**config.mk**
```make
export PLATFORM = sky130hd
export DESIGN_NAME = piano_tone_decoder
export DESIGN_NICKNAME = d
export VERILOG_FILES = /design/src/rtl/piano_pkg.sv /design/src/rtl/piano_period_meter.sv /design/src/rtl/piano_tone_decoder.sv
export SDC_FILE = /design/constraint.sdc
export NUM_CORES = 1
export LEC_CHECK = 0
export CORE_MARGIN = 2
export CORE_UTILIZATION = 45
export DETAILED_ROUTE_END_ITERATION = 10
export PLACE_DENSITY = 0.6
export SLEW_MARGIN = 20
export SYNTH_ARGS = -nofsm -noshare
export SYNTH_HDL_FRONTEND = slang
export SYNTH_SLANG_ARGS = --single-unit
```
**constraint.sdc**
```tcl
create_clock -name clock -period 5.3 [get_ports clock]
set_clock_uncertainty 0.1 [all_clocks]
set_input_delay 0.53 -clock clock [delete_from_list [all_inputs] [get_ports clock]]
set_output_delay 0.53 -clock clock [all_outputs]
set_load 0.1 [all_outputs]
```
**src/rtl/piano_pkg.sv**
```systemverilog
// piano_pkg: shared key count, note divider table, decoder states and match helper
package piano_pkg;
  localparam int NUM_KEYS = 8;
  localparam int NOTE_CNT [0:NUM_KEYS-1] = '{3822, 3405, 3034, 2863, 2551, 2272, 2024, 1911};
  typedef enum logic [1:0] {IDLE, ACQUIRE, LOCKED} state_t;
  function automatic logic note_near(input int a, input int b, input int tol);
    return ((a > b) ? a - b : b - a) <= tol;
  endfunction
endpackage

```
**src/rtl/piano_period_meter.sv**
```systemverilog
// piano_period_meter: synchronizes the tone line, flags either edge and measures half-periods
module piano_period_meter #(
  parameter int CNT_W   = 13,
  parameter int TIMEOUT = 5000
) (
  input  logic             clock,
  input  logic             reset,
  input  logic             i_tone,
  output logic             o_edge,
  output logic [CNT_W-1:0] o_meas,
  output logic             o_timeout
);
  localparam logic [CNT_W-1:0] L_TO  = CNT_W'(TIMEOUT);
  localparam logic [CNT_W-1:0] L_TO1 = CNT_W'(TIMEOUT - 1);
  logic r_s1, r_s2, r_prev;
  logic [CNT_W-1:0] r_cnt;
  logic w_edge;
  assign w_edge    = r_s2 ^ r_prev;
  assign o_edge    = w_edge;
  assign o_meas    = r_cnt;
  assign o_timeout = !w_edge && r_cnt == L_TO1;
  // sync chain, edge history and saturating half-period counter restarted at 1 on every edge
  always_ff @(posedge clock) begin
    if (reset) begin
      r_s1   <= 1'b0;
      r_s2   <= 1'b0;
      r_prev <= 1'b0;
      r_cnt  <= '0;
    end else begin
      r_s1   <= i_tone;
      r_s2   <= r_s1;
      r_prev <= r_s2;
      r_cnt  <= w_edge ? CNT_W'(1) : (r_cnt != L_TO) ? r_cnt + 1'b1 : r_cnt;
    end
  end
endmodule

```
**src/rtl/piano_tone_decoder.sv**
```systemverilog
// piano_tone_decoder: recovers the sounding key from a square-wave tone line; PIANO_DEC_PERIOD_OUT_EN adds the period port
module piano_tone_decoder
  import piano_pkg::*;
#(
  parameter int CNT_W   = 13,
  parameter int TOL     = 32,
  parameter int CONFIRM = 3,
  parameter int TIMEOUT = 5000
) (
  input  logic                clock,
  input  logic                reset,
  input  logic                tone_in,
  output logic [NUM_KEYS-1:0] key,
  output logic [2:0]          note,
  output logic                locked,
  output logic                note_on
`ifdef PIANO_DEC_PERIOD_OUT_EN
  ,
  output logic [CNT_W-1:0]    period
`endif
);
  state_t r_state, w_state;
  logic [2:0] r_cand, w_cand, r_note, w_note, w_idx;
  logic [3:0] r_mcount, w_mcount;
  logic [NUM_KEYS-1:0] r_key;
  logic r_locked, w_locked, r_note_on, w_note_on;
  logic w_edge, w_timeout, w_hit;
  logic [CNT_W-1:0] w_meas;

  piano_period_meter #(.CNT_W(CNT_W), .TIMEOUT(TIMEOUT)) u_meter (
    .clock     (clock),
    .reset     (reset),
    .i_tone    (tone_in),
    .o_edge    (w_edge),
    .o_meas    (w_meas),
    .o_timeout (w_timeout)
  );

  // nearest-note match; the tolerance keeps at most one index in range
  always_comb begin
    w_hit = 1'b0;
    w_idx = '0;
    for (int i = 0; i < NUM_KEYS; i++)
      if (note_near(int'(w_meas), NOTE_CNT[i], TOL)) begin
        w_hit = 1'b1;
        w_idx = 3'(i);
      end
  end

  // lock FSM: the first edge after silence only starts timing, later edges are classified
  always_comb begin
    w_state   = r_state;
    w_cand    = r_cand;
    w_mcount  = r_mcount;
    w_locked  = r_locked;
    w_note    = r_note;
    w_note_on = 1'b0;
    if (w_edge && r_state == IDLE) begin
      w_state  = ACQUIRE;
      w_mcount = '0;
    end else if (w_edge && !w_hit) begin
      w_state  = ACQUIRE;
      w_mcount = '0;
      w_locked = 1'b0;
      w_note   = '0;
    end else if (w_edge && r_state == LOCKED) begin
      if (w_idx != r_note) begin
        w_state  = ACQUIRE;
        w_cand   = w_idx;
        w_mcount = 4'd1;
        w_locked = 1'b0;
        w_note   = '0;
      end
    end else if (w_edge) begin
      w_cand   = w_idx;
      w_mcount = (w_idx == r_cand) ? r_mcount + 4'd1 : 4'd1;
      if (w_mcount >= 4'(CONFIRM)) begin
        w_state   = LOCKED;
        w_locked  = 1'b1;
        w_note    = w_idx;
        w_note_on = 1'b1;
      end
    end else if (w_timeout) begin
      w_state  = IDLE;
      w_locked = 1'b0;
      w_note   = '0;
    end
  end

  // state and registered outputs; timeout clears outputs as the counter saturates
  always_ff @(posedge clock) begin
    if (reset) begin
      r_state   <= IDLE;
      r_cand    <= '0;
      r_mcount  <= '0;
      r_locked  <= 1'b0;
      r_note    <= '0;
      r_key     <= '0;
      r_note_on <= 1'b0;
    end else begin
      r_state   <= w_state;
      r_cand    <= w_cand;
      r_mcount  <= w_mcount;
      r_locked  <= w_locked;
      r_note    <= w_note;
      r_key     <= w_locked ? NUM_KEYS'(1) << w_note : '0;
      r_note_on <= w_note_on;
    end
  end

`ifdef PIANO_DEC_PERIOD_OUT_EN
  logic [CNT_W-1:0] r_period;
  // last classified half-period, held between classifying edges
  always_ff @(posedge clock) begin
    if (reset) r_period <= '0;
    else if (w_edge && r_state != IDLE) r_period <= w_meas;
  end
  assign period = r_period;
`endif

  assign key     = r_key;
  assign note    = r_note;
  assign locked  = r_locked;
  assign note_on = r_note_on;
endmodule

```
Word level (Yosys, flattened, before mapping) --
Cells that the tools add are included.
Storage, ports and cells: flip-flop bits (word level) 38, bits in latches 0, memory bits (writable) 0, bits in read-only memories 0, output and inout bits 13, logic and storage cells 136, memories kept 0
Operators by class: $add $sub $neg 18, $mul 0, div/mod/pow operators 0, $lt $le $gt $ge 17, eq/ne operators 9, shifts and indexed selects 1, multiplexer cells 54, bitwise logic cells 5, reductions and logical operators 19
Operator list (number):
- $le 32x7->1 const B | 8
- $mux 32 | 8
- $sub 12x13->14 const A | 6
- $sub 13x12->14 const B | 6
- $gt 13x12->1 const B | 6
- $mux 3 | 16
- $sub 11x13->14 const A | 2
- $sub 13x11->14 const B | 2
- $gt 13x11->1 const B | 2
- $mux 1 | 21
- $mux 4 | 4
- $add 13x1->13 const B | 1
- $eq 13x13->1 const B | 1
- $ne 13x13->1 const B | 1
- $mux 2 | 5
- $shl 1x3->8 const A | 1
- $reduce_and 3->1 | 2
- $ne 5x5->1 const B | 1
- $reduce_bool 5->1 | 1
- $reduce_or 5->1 | 1
- $add 4x1->4 const B | 1
- $ge 4x2->1 const B | 1
- $logic_and 1x1->1 | 4
- $ne 4x3->1 const B | 1
- other kinds (15) | 21

Logic depth before layout (Yosys ltp) --
Gate-level depths: netlist of run 1.
depth after elaboration 20, gate-level depth with buffers 18, mapped depth without buffers 15

Modules after synthesis --
Synthesis of run 1 repeated with hierarchy kept, for this count alone.
Second synthesis, totals: cells, all modules 852, area total of the unflattened synthesis 6093.3 um2
By module, submodules not included:
- piano_tone_decoder | times used 1, cells an instance 770, area each 5340.1 um2, seq. area each 440.4 um2
- piano_period_meter | times used 1, cells an instance 82, area each 753.2 um2, seq. area each 320.3 um2

Least setup slack after synthesis of run 1 --
OpenSTA, ideal clock, no wires.
path type register to register, start point reg u_meter.r_cnt[5], in the netlist u_meter.o_meas[5], end point reg r_key[1], in the netlist key[1], arrival 4503 ps, data required time 5057 ps, path slack 554 ps, cell stages (with the launch flop) 19, clock period less this slack 4746 ps, cell sequence dfxtp_1 -> buf_2 -> inv_1 -> clkbuf_1 -> ha_1 -> clkbuf_1 -> and4b_1 -> and3_1 -> a21oi_2 -> a211o_1 -> a32o_1 -> o211a_1 -> or3_1 -> a2111o_1 -> a31oi_4 -> mux2i_1 -> a21oi_1 -> a221oi_1 -> nor3_1
On the way: cells in the longest elaborated chain, start to end 20, elaborated cells on any way between the ends 80, classes of those cells 16 x add/sub; 17 x order compare; 3 x eq/ne; 1 x shift; 38 x mux; 1 x bitwise; 4 x reduce/logical
Ends and longest elaborated chain:
- from (decl) | line piano_period_meter.sv:16 | logic [CNT_W-1:0] r_cnt;
- from (signal assigned) | line piano_period_meter.sv:33 | r_cnt <= w_edge ? CNT_W'(1) : (r_cnt != L_TO) ? r_cnt + 1'b1 : r_cnt;
- $sub 12x13->14, or another cell as far along | line piano_pkg.sv:7 | return ((a > b) ? a - b : b - a) <= tol;
- $mux 32 | line piano_pkg.sv:7
- $le 32x7->1 | line piano_pkg.sv:7
- $mux 1 | line piano_tone_decoder.sv:44 | if (note_near(int'(w_meas), NOTE_CNT[i], TOL)) begin
- $mux 3 (6 in series) | line piano_tone_decoder.sv:44
- $eq 3x3->1 | line piano_tone_decoder.sv:76 | w_mcount = (w_idx == r_cand) ? r_mcount + 4'd1 : 4'd1;
- $mux 4 | line piano_tone_decoder.sv:76
- $ge 4x2->1 | line piano_tone_decoder.sv:77 | if (w_mcount >= 4'(CONFIRM)) begin
- $mux 1 | line piano_tone_decoder.sv:77
- $mux 1 | line piano_tone_decoder.sv:74 | end else if (w_edge) begin
- $mux 1 | line piano_tone_decoder.sv:66 | end else if (w_edge && r_state == LOCKED) begin
- $mux 1 | line piano_tone_decoder.sv:61 | end else if (w_edge && !w_hit) begin
- $mux 1 | line piano_tone_decoder.sv:58 | if (w_edge && r_state == IDLE) begin
- $not 1->1 (no line)
- $reduce_or 2->1 (no line)
- to (signal assigned) | line piano_tone_decoder.sv:106 | r_key <= w_locked ? NUM_KEYS'(1) << w_note : '0;
- to (decl) | line piano_tone_decoder.sv:25 | logic [NUM_KEYS-1:0] r_key;
Parallel ways exist; a longest one is shown, timed or not. A chain may end at the register's enable or synchronous reset.

Worst setup path in the final report of run 1 --
start point reg u_meter.r_cnt[2], in the netlist u_meter.o_meas[2], end point reg r_key[3], in the netlist key[3]
Same word-level chain as after synthesis.

==> reports/results.tsv, run 1 <==
stage	metric	value	unit
status	outcome	completed	
die	core area	13200	um^2
timing	crit share post-route	0.949	
routing	Detailed Routing Iterations Pass 1	6	
clock_tree	deepest clock path buffer count	2	
timing	measured slew at the worst slew-check pin	0.992	ns
global_routing	vias in the first global route	6715	
clock_tree	CTS sink cnt	38	
clock_tree	worst skew pair latency	0.30	ns
pwr	total chip power	0.744	mW
finish	Post-Layout Cell Count	1053	
worst_setup_path	kind of critical path	register to register	
synthesis	Post-Syn Area	6060	um^2
synthesis	Adder-Cell Fraction of Synth Area	0.0640	
clock_tree	Inserted Clock Buffers	5	
synthesis	top cell type's share of synthesized area	0.125	
worst_setup_path	r2r endpoint	key[3]	
worst_setup_path	Worst Path Max Fanout	7	
routing	Routed WL	25500	um
pwr	Worst IR Drop VDD	0.184	mV
worst_setup_path	Worst Path Required	5.42	ns
finish	final net count	910	
flow_run	MaxCap Viol Count	0	
timing	final worst slack	0.271	ns
die	die area	14400	um^2
clock_tree	Resize count post-CTS	0	
worst_setup_path	R2R Setup Slk	0.27	ns
clock_tree	CTS root buffer	clkbuf_16	
routing	Via density	6.90	
finish	Area growth syn-to-layout	11.5	%
timing	Slew Limit Fails	0	
pwr	Power Density	110	nW/um^2
placement	GP Congestion	1.04	
synthesis	Yosys cell types	95	
finish	Filler cells	1344	
timing	f_max	199	MHz
placement	Buffers on Ports	15	
timing	Fin Hold WS	0.348	ns
worst_setup_path	critical-path cell list	inv_1 -> ha_2 -> nor2b_2 -> mux2_2 -> a2bb2oi_1 -> o21ai_0 -> o311a_1 -> o21a_1 -> a211o_1 -> or4b_4 -> a31oi_4 -> o2111ai_2 -> a211oi_2 -> a21bo_2 -> nor3_1	
synthesis	synth warn	0	
die	num ports	16	
synthesis	syn_nets	892	
worst_setup_path	Largest stage delay, worst path	0.57	ns
synthesis	top cells by area, synth	dfxtp_1, ha_1, xnor2_1	
worst_hold_path	hold endpoint	u_meter.r_s2	
placement	setup slack after placement	0.157	ns
synthesis	Avg Inst Size Synth	7.07	um^2
global_routing	Total Routing Usage GR	0.353	
die	site row count	42	
placement	Cells after DPL	1045	
finish	antenna diode count	0	
synthesis	area leader, netlist	dfxtp_1	
timing	Tmin final	5.03	ns
worst_hold_path	hold path cells	1	
global_routing	first-pass GRT wire length	39300	um
finish	Core Util, Final	0.512	
worst_setup_path	reg2reg start	u_meter.o_meas[2]	
routing	Vias	7266	
synthesis	top-count cell post-synth	nor2_1	
routing	First DRT Iteration DRCs	1037	
global_routing	antenna violations before repair	0	
synthesis	part of the Yosys area used for sequential elements	0.125	
die	Die H	120	um
timing	setup_tns	0	ns
die	Starting Density	0.460	
placement	hpwl dp	19800	um
synthesis	Cells after Synth	858	
worst_setup_path	r2r worst-path depth	15	
clock_tree	Clk pin slew, worst setup/hold paths	0.06	ns
worst_setup_path	Worst Setup Start Kind	register	
synthesis	Synth Area in Compound Gates	0.353	
synthesis	Post-synth ARST share	0	
routing	Residual DRC	0	
synthesis	Post-Synth Simple-Gate Area	0.286	
synthesis	mux cell area share after synthesis	0.0301	
clock_tree	Setup Buffers After CTS	0	
worst_hold_path	hold crit path type	register to register	
finish	fraction of layout cells with a size suffix above 1	0.124	
global_routing	largest net degree at the start of global routing	33	
routing	Final ANT Viol Nets	0	
timing	RSZ-0062 raised after global routing	false	
timing	Final Setup Violations	0	
synthesis	Main synth FF type	dfxtp_1	
worst_setup_path	arrival time worst endpoint	5.15	ns
routing	wire per inst	24.2	um
clock_tree	hold_buf cts	0	
worst_setup_path	Setup crit end kind	register	
global_routing	grt total ovfl	0	
die	Die X-Extent	120	um
synthesis	Post-Synth XOR/XNOR Area	0.0693	
synthesis	Post-synth EDFFs	0	
worst_setup_path	slowest stage cell, crit path	or4b_4	
synthesis	most instantiated cells after synthesis	nor2_1, nand2_1, a21oi_1	
clock_tree	Max H-tree Level	2	
timing	final hold violations	0	
clock_tree	TritonCTS clock tree	built	
timing	Worst slew margin	0.336	
finish	Final Cell Area	6760	um^2
worst_hold_path	hold path startpoint	u_meter.r_s1	
placement	placed inst area	6600	um^2
synthesis	synthesized flop and latch total	38	
synthesis	main combinational cell family by area after synthesis	compound AO/OA/AOI/OAI gates	
pwr	Leak Pwr	2.42	nW
[routing by layer]
layer,track usage,part of all wire,up-vias
met5,0,0,-
met4,0.189,0.059,0
met3,0.0670,0.10,101
met2,0.525,0.43,493
met1,0.479,0.41,3393
li1,-,-,3279
[kinds of logic after synthesis]
| kind of cell | after synthesis |
|---|---|
| AOI/OAI and AO/OA | 301 |
| xor gates and xnor gates | 48 |
| adders and majority gates | 31 |
| buffers and inverters | 97 |
| DFF | 38 |
| muxes | 18 |
| and+or+nand+nor | 325 |
[cells in the final DEF (no fill, tap or decap), drive strengths merged, types with 16 or more instances in the layout]
cell    instances
inv            26
nand2          61
nor2b          18
nor2           69
a31oi          24
a211oi         20
mux2i          16
nor3           26
buf            65
a21oi          59
xnor2          44
o21ai          57
ha             31
dfxtp          38
nand3          33
[worst max-delay path, delay by kind of cell, from the launching register on]
family | cells | cell delay [ns]
AOI/OAI and AO/OA | 9 | 2.47
and+or+nand+nor | 3 | 1.08
muxes | 1 | 0.38
DFF | 1 | 0.37
adders and majority gates | 1 | 0.33
buffers and inverters | 1 | 0.22
[flip-flops by register name, summed over array words and instances (netlist names)]
name and flops:
u_meter.o_meas 13, key 8, r_mcount 4, note 3
r_cand 3, r_state 2, locked 1, note_on 1
u_meter.r_prev 1, u_meter.r_s1 1, u_meter.r_s2 1
[worst max-delay path by stage]
stage	startpoint	endpoint	depth (start not counted)
finish	u_meter.o_meas[2]	key[3]	15
global route	u_meter.o_meas[6]	key[4]	16
CTS	u_meter.o_meas[2]	key[3]	15
detailed placement	u_meter.o_meas[2]	key[3]	15
global placement	u_meter.o_meas[2]	key[3]	15
floorplan	u_meter.o_meas[5]	key[1]	18
[where the power goes]
group	internal [mW]	leakage (nW)	switching (mW)	total, mW
clock network	0.187	0.0729	0.134	0.321
logic	0.0469	2.04	0.0820	0.129
registers	0.290	0.307	0.00428	0.294
total	0.524	2.42	0.220	0.744
[layout make-up]
type                       count  area (um^2)  area share
clock buffer                   6          139      0.0206
clock inverter                 2         12.5     0.00185
inverter                      28          105      0.0156
multi-input combinational    723         4870       0.721
sequential                    38          761       0.113
tap                          176          220      0.0326
timing repair buffer          80          651      0.0963
Note: power is estimated with default switching activity, not from simulation.
==> run 2: changes to the inputs <==
==> constraint.sdc (replaced) <==
create_clock -name clock -period 5.9 [get_ports clock]
set_clock_uncertainty 0.1 [all_clocks]
set_input_delay 0.59 -clock clock [delete_from_list [all_inputs] [get_ports clock]]
set_output_delay 0.59 -clock clock [all_outputs]
set_load 0.1 [all_outputs]
==> reports/results.tsv, run 2 (synthesis gave the netlist of run 1 again) <==
stage	metric	value	unit	change
status	outcome	completed		
worst_setup_path	kind of critical path	register to register		
finish	fraction of layout cells with a size suffix above 1	0.102		-0.0227
timing	crit share post-route	0.917		-0.0322
routing	Final ANT Viol Nets	0		unchanged
global_routing	antenna violations before repair	0		unchanged
worst_setup_path	Setup crit end kind	register		
finish	Area growth syn-to-layout	9.29	%	
die	die area	14400	um^2	unchanged
worst_setup_path	r2r worst-path depth	15		unchanged
placement	hpwl dp	18300	um	-7.2%
finish	Final Cell Area	6630	um^2	-2.0%
clock_tree	worst skew pair latency	0.30	ns	about the same
die	site row count	42		unchanged
timing	Slew Limit Fails	0		unchanged
timing	f_max	185	MHz	-7.0%
routing	Top Metal Used	met4		
worst_hold_path	hold crit path type	register to register		
finish	Post-Layout Cell Count	1032		-2.0%
worst_setup_path	Worst Path Max Fanout	15		+8
routing	routed wl met2	9990	um	-9.1%
clock_tree	Clk pin slew, worst setup/hold paths	0.06	ns	about the same
clock_tree	hold_buf cts	0		unchanged
die	core area	13200	um^2	unchanged
global_routing	Total Routing Usage GR	0.339		-0.0136
placement	placed inst area	6430	um^2	-2.6%
clock_tree	Max H-tree Level	2		unchanged
timing	Fin Hold WS	0.340	ns	-0.00782 ns
timing	Tmin final	5.41	ns	+0.379 ns
worst_setup_path	R2R Setup Slk	0.49	ns	+0.22 ns
worst_hold_path	hold endpoint	u_meter.r_s2		
finish	most frequent cells in the layout	nor2_1, nand2_1, a21oi_1		
clock_tree	CTS sink cnt	38		unchanged
routing	Routed WL	24400	um	-4.5%
finish	final net count	889		-2.3%
pwr	Power Density	111	nW/um^2	+1.3%
clock_tree	CTS root buffer	clkbuf_16		
timing	setup_tns	0	ns	unchanged
finish	max FFs per register	13		unchanged
routing	Detailed Routing Iterations Pass 1	6		unchanged
pwr	Worst IR Drop VDD	0.171	mV	-6.9%
timing	final hold violations	0		unchanged
die	Die H	120	um	unchanged
routing	Via density	6.99		+1.3%
timing	RSZ-0062 raised after global routing	false		
clock_tree	Inserted Clock Buffers	5		unchanged
worst_hold_path	hold path startpoint	u_meter.r_s1		
routing	met3 wire len	2730	um	+5.7%
worst_hold_path	hold path cells	1		unchanged
placement	setup slack after placement	0.606	ns	+0.450 ns
global_routing	grt total ovfl	0		unchanged
clock_tree	deepest clock path buffer count	2		unchanged
routing	Residual DRC	0		unchanged
placement	GP Congestion	1.02		-2.4%
global_routing	largest net degree at the start of global routing	31		-6.1%
routing	wire per inst	23.6	um	-2.5%
routing	met1 WL	10500	um	+0.16%
global_routing	vias in the first global route	6827		+1.7%
timing	measured slew at the worst slew-check pin	1.01	ns	+0.0191 ns
timing	Worst slew margin	0.324		-0.0128
worst_setup_path	Worst Setup Start Kind	register		
finish	Core Util, Final	0.502		-0.0101
worst_setup_path	r2r endpoint	key[1]		
clock_tree	TritonCTS clock tree	built		
placement	Cells after DPL	1024		-2.0%
routing	First DRT Iteration DRCs	1153		+11%
timing	final worst slack	0.491	ns	+0.221 ns
worst_setup_path	reg2reg start	u_meter.o_meas[1]		
finish	most common cell after layout, fill and taps aside	nor2_1		
clock_tree	Resize count post-CTS	0		unchanged
placement	Buffers on Ports	15		unchanged
routing	Vias	7215		-0.70%
timing	Final Setup Violations	0		unchanged
die	Die X-Extent	120	um	unchanged
pwr	total chip power	0.738	mW	-0.73%
pwr	Leak Pwr	2.33	nW	-3.7%
flow_run	MaxCap Viol Count	0		unchanged
die	num ports	16		unchanged
die	Starting Density	0.460		unchanged
worst_setup_path	arrival time worst endpoint	5.46	ns	+0.31 ns
clock_tree	Setup Buffers After CTS	0		unchanged
global_routing	first-pass GRT wire length	38500	um	-2.1%
worst_setup_path	Worst Path Required	5.95	ns	+0.53 ns
finish	antenna diode count	0		unchanged
finish	Filler cells	1340		-0.30%
run 2: how the worst max path moves through the flow:
stage,from,to,cells past startpoint
after floorplan,u_meter.o_meas[5],key[1],18
after global placement,u_meter.o_meas[0],key[6],15
after detailed placement,u_meter.o_meas[0],key[1],14
after CTS,u_meter.o_meas[0],key[6],15
after global routing,u_meter.o_meas[1],key[6],15
final,u_meter.o_meas[1],key[1],15
run 2: area by class of cell:
type | count | area, um^2 | share of cell area
Inverter | 28 | 105 | 0.0159
Clock buffer | 5 | 125 | 0.0189
Clock inverter | 3 | 68.8 | 0.0104
Tap cell | 176 | 220 | 0.0332
Timing Repair Buffer | 59 | 480 | 0.0725
Multi-Input combinational cell | 723 | 4860 | 0.734
Sequential cell | 38 | 762 | 0.115
run 2: metal layers:
metal  global-route usage  vias to the layer above
met3               0.0737                       79
li1                     -                     3239
met5                    0                        -
met2                0.485                      521
met4                0.163                        0
met1                0.477                     3376
run 2: critical path, cell delays in order (launching register included):
cell and delay, ns:
dfxtp_1 0.50, inv_1 0.31, ha_1 0.36, nor2b_1 0.41, mux2_2 0.39, a2bb2oi_1 0.21
o21ai_0 0.20, o311a_1 0.40, o21a_1 0.19, a211o_1 0.38, or4b_4 0.57, a31oi_4 0.30
mux2i_1 0.21, a21oi_1 0.10, a221oi_1 0.52, nor3_1 0.13
run 2: report_power, final:
part / switching (mW) / internal (mW) / total, mW
sequential: 0.0118 / 0.261 / 0.272
combinational: 0.0616 / 0.0384 / 0.100
clock: 0.123 / 0.243 / 0.366
==> run 3: changes to the inputs <==
--- a/config.mk
+++ b/config.mk
@@ -5,6 +5,7 @@
 export SDC_FILE = /design/constraint.sdc
 export NUM_CORES = 1
 export LEC_CHECK = 0
+export CORE_ASPECT_RATIO = 1.75
 export CORE_MARGIN = 2
 export CORE_UTILIZATION = 45
 export DETAILED_ROUTE_END_ITERATION = 10
==> reports/results.tsv, run 3 (synthesis gave the netlist of run 1 again) <==
stage	metric	value	unit	change
finish	fraction of layout cells with a size suffix above 1	0.108		+0.00600
global_routing	antenna violations before repair	0		unchanged
timing	crit share post-route	0.924		+0.00744
pwr	total chip power	0.651	mW	-12%
finish	final net count	897		+0.90%
flow_run	MaxCap Viol Count	0		unchanged
timing	setup_tns	0	ns	unchanged
finish	most common cell after layout, fill and taps aside	nor2_1		
routing	Residual DRC	0		unchanged
die	Die H	158	um	+31%
worst_setup_path	Setup crit end kind	register		
routing	wire per inst	26.0	um	+10%
clock_tree	Clk pin slew, worst setup/hold paths	0.06	ns	about the same
die	Die X-Extent	91.7	um	-24%
global_routing	Total Routing Usage GR	0.373		+0.0339
die	die area	14500	um^2	+0.25%
worst_setup_path	reg2reg start	u_meter.o_meas[1]		
worst_setup_path	CP startpoint	u_meter.o_meas[1]		
die	num ports	16		unchanged
routing	Final ANT Viol Nets	0		unchanged
clock_tree	Setup Buffers After CTS	0		unchanged
routing	Detailed Routing Iterations Pass 1	7		+1
routing	Via density	7.00		about the same
worst_setup_path	Worst Path Required	6.01	ns	+0.06 ns
worst_setup_path	Worst Setup Start Kind	register		
worst_setup_path	Worst Path Max Fanout	15		unchanged
worst_hold_path	hold crit path type	register to register		
die	core area	13300	um^2	+0.93%
finish	multi-input combinational cell area	4860	um^2	unchanged
finish	Core Util, Final	0.498		-0.00387
finish	Area growth syn-to-layout	9.45	%	
pwr	Leak Pwr	2.35	nW	+0.85%
clock_tree	deepest clock path buffer count	2		unchanged
worst_setup_path	R2R Setup Slk	0.45	ns	-0.04 ns
global_routing	grt total ovfl	0		unchanged
worst_setup_path	arrival time worst endpoint	5.56	ns	+0.10 ns
finish	Filler cells	1371		+2.3%
clock_tree	CTS root buffer	clkbuf_16		
clock_tree	hold_buf cts	0		unchanged
global_routing	largest net degree at the start of global routing	35		+13%
worst_setup_path	r2r worst-path depth	15		unchanged
finish	register area	761	um^2	-0.16%
pwr	Worst IR Drop VDD	0.227	mV	+33%
global_routing	vias in the first global route	7294		+6.8%
routing	First DRT Iteration DRCs	850		-26%
finish	Final Cell Area	6640	um^2	+0.15%
routing	Routed WL	27000	um	+11%
timing	Tmin final	5.45	ns	+0.0439 ns
timing	final hold violations	0		unchanged
placement	setup slack after placement	0.561	ns	-0.0450 ns
clock_tree	CTS sink cnt	38		unchanged
worst_setup_path	kind of critical path	register to register		
placement	GP Congestion	1.09		+6.9%
placement	Buffers on Ports	15		unchanged
worst_setup_path	r2r endpoint	key[7]		
clock_tree	Inserted Clock Buffers	5		unchanged
timing	RSZ-0062 raised after global routing	false		
global_routing	first-pass GRT wire length	41300	um	+7.2%
pwr	Power Density	98.1	nW/um^2	-12%
finish	most frequent cells in the layout	nor2_1, nand2_1, a21oi_1		
clock_tree	Resize count post-CTS	0		unchanged
die	Starting Density	0.455		-0.00423
die	site row count	56		+33%
timing	f_max	183	MHz	-0.81%
worst_setup_path	CP endpoint	key[7]		
finish	antenna diode count	0		unchanged
clock_tree	Max H-tree Level	2		unchanged
status	outcome	completed		
placement	hpwl dp	20400	um	+11%
clock_tree	worst skew pair latency	0.29	ns	about the same
routing	Vias	7264		+0.68%
timing	measured slew at the worst slew-check pin	0.987	ns	-0.0242 ns
timing	Final Setup Violations	0		unchanged
timing	Worst slew margin	0.340		+0.0162
clock_tree	TritonCTS clock tree	built		
finish	max FFs per register	13		unchanged
timing	Slew Limit Fails	0		unchanged
timing	final worst slack	0.447	ns	-0.0439 ns
placement	placed inst area	6490	um^2	+0.90%
run 3: cell count changes in the layout (fill, tap and decap cells not counted), sizes merged:
cell / change
buf: +8
clkbuf: +2
bufinv: -2
run 3: final cells by class:
type,count,share of cell area
tap,174,0.0328
clock inverter,1,0.000754
sequential,38,0.115
timing repair buffer,67,0.0815
inverter,28,0.0158
multi-input combinational,723,0.733
clock buffer,7,0.0215
run 3: layer usage:
layer,share of wire,GRT usage,up-vias
li1,-,-,3252
met1,0.36,0.401,3416
met2,0.49,0.661,450
met3,0.069,0.0445,146
met4,0.088,0.281,0
met5,0,0,-
run 3: power by group:
| group | switching, mW | leakage, nW | internal [mW] |
|---|---|---|---|
| combinational | 0.0683 | 1.97 | 0.0380 |
| clock | 0.109 | 0.0739 | 0.168 |
| sequential | 0.00753 | 0.307 | 0.261 |
run 3: worst min-delay path by stage:
stage / from / to / cells past startpoint
after detailed placement: u_meter.r_s1 / u_meter.r_s2 / 1
final: u_meter.r_s1 / u_meter.r_s2 / 1
after global routing: u_meter.r_s1 / u_meter.r_s2 / 1
after global placement: u_meter.r_s1 / u_meter.r_s2 / 1
after CTS: u_meter.r_s1 / u_meter.r_s2 / 1
after floorplan: u_meter.r_s1 / u_meter.r_s2 / 1
run 3: worst max-delay path: stages (launching register included):
cell	delay (ns)
dfxtp_1	0.66
inv_1	0.28
ha_1	0.40
or3b_1	0.42
a211oi_2	0.40
nor4b_1	0.12
a311oi_1	0.33
nand4_1	0.13
or4b_1	0.57
a21o_1	0.20
a211oi_1	0.41
o21a_1	0.36
o2111ai_2	0.22
a211oi_2	0.29
a21bo_2	0.29
nor3_1	0.16
run 3: through the flow:
stage / instances / hold slack, ns
4_1_cts: 1038 / 0.359
2_1_floorplan: 858 / 0.314
3_5_place_dp: 1030 / 0.344
6_report: 1038 / 0.357
3_3_place_gp: 1030 / 0.335
5_1_grt: 1038 / 0.363
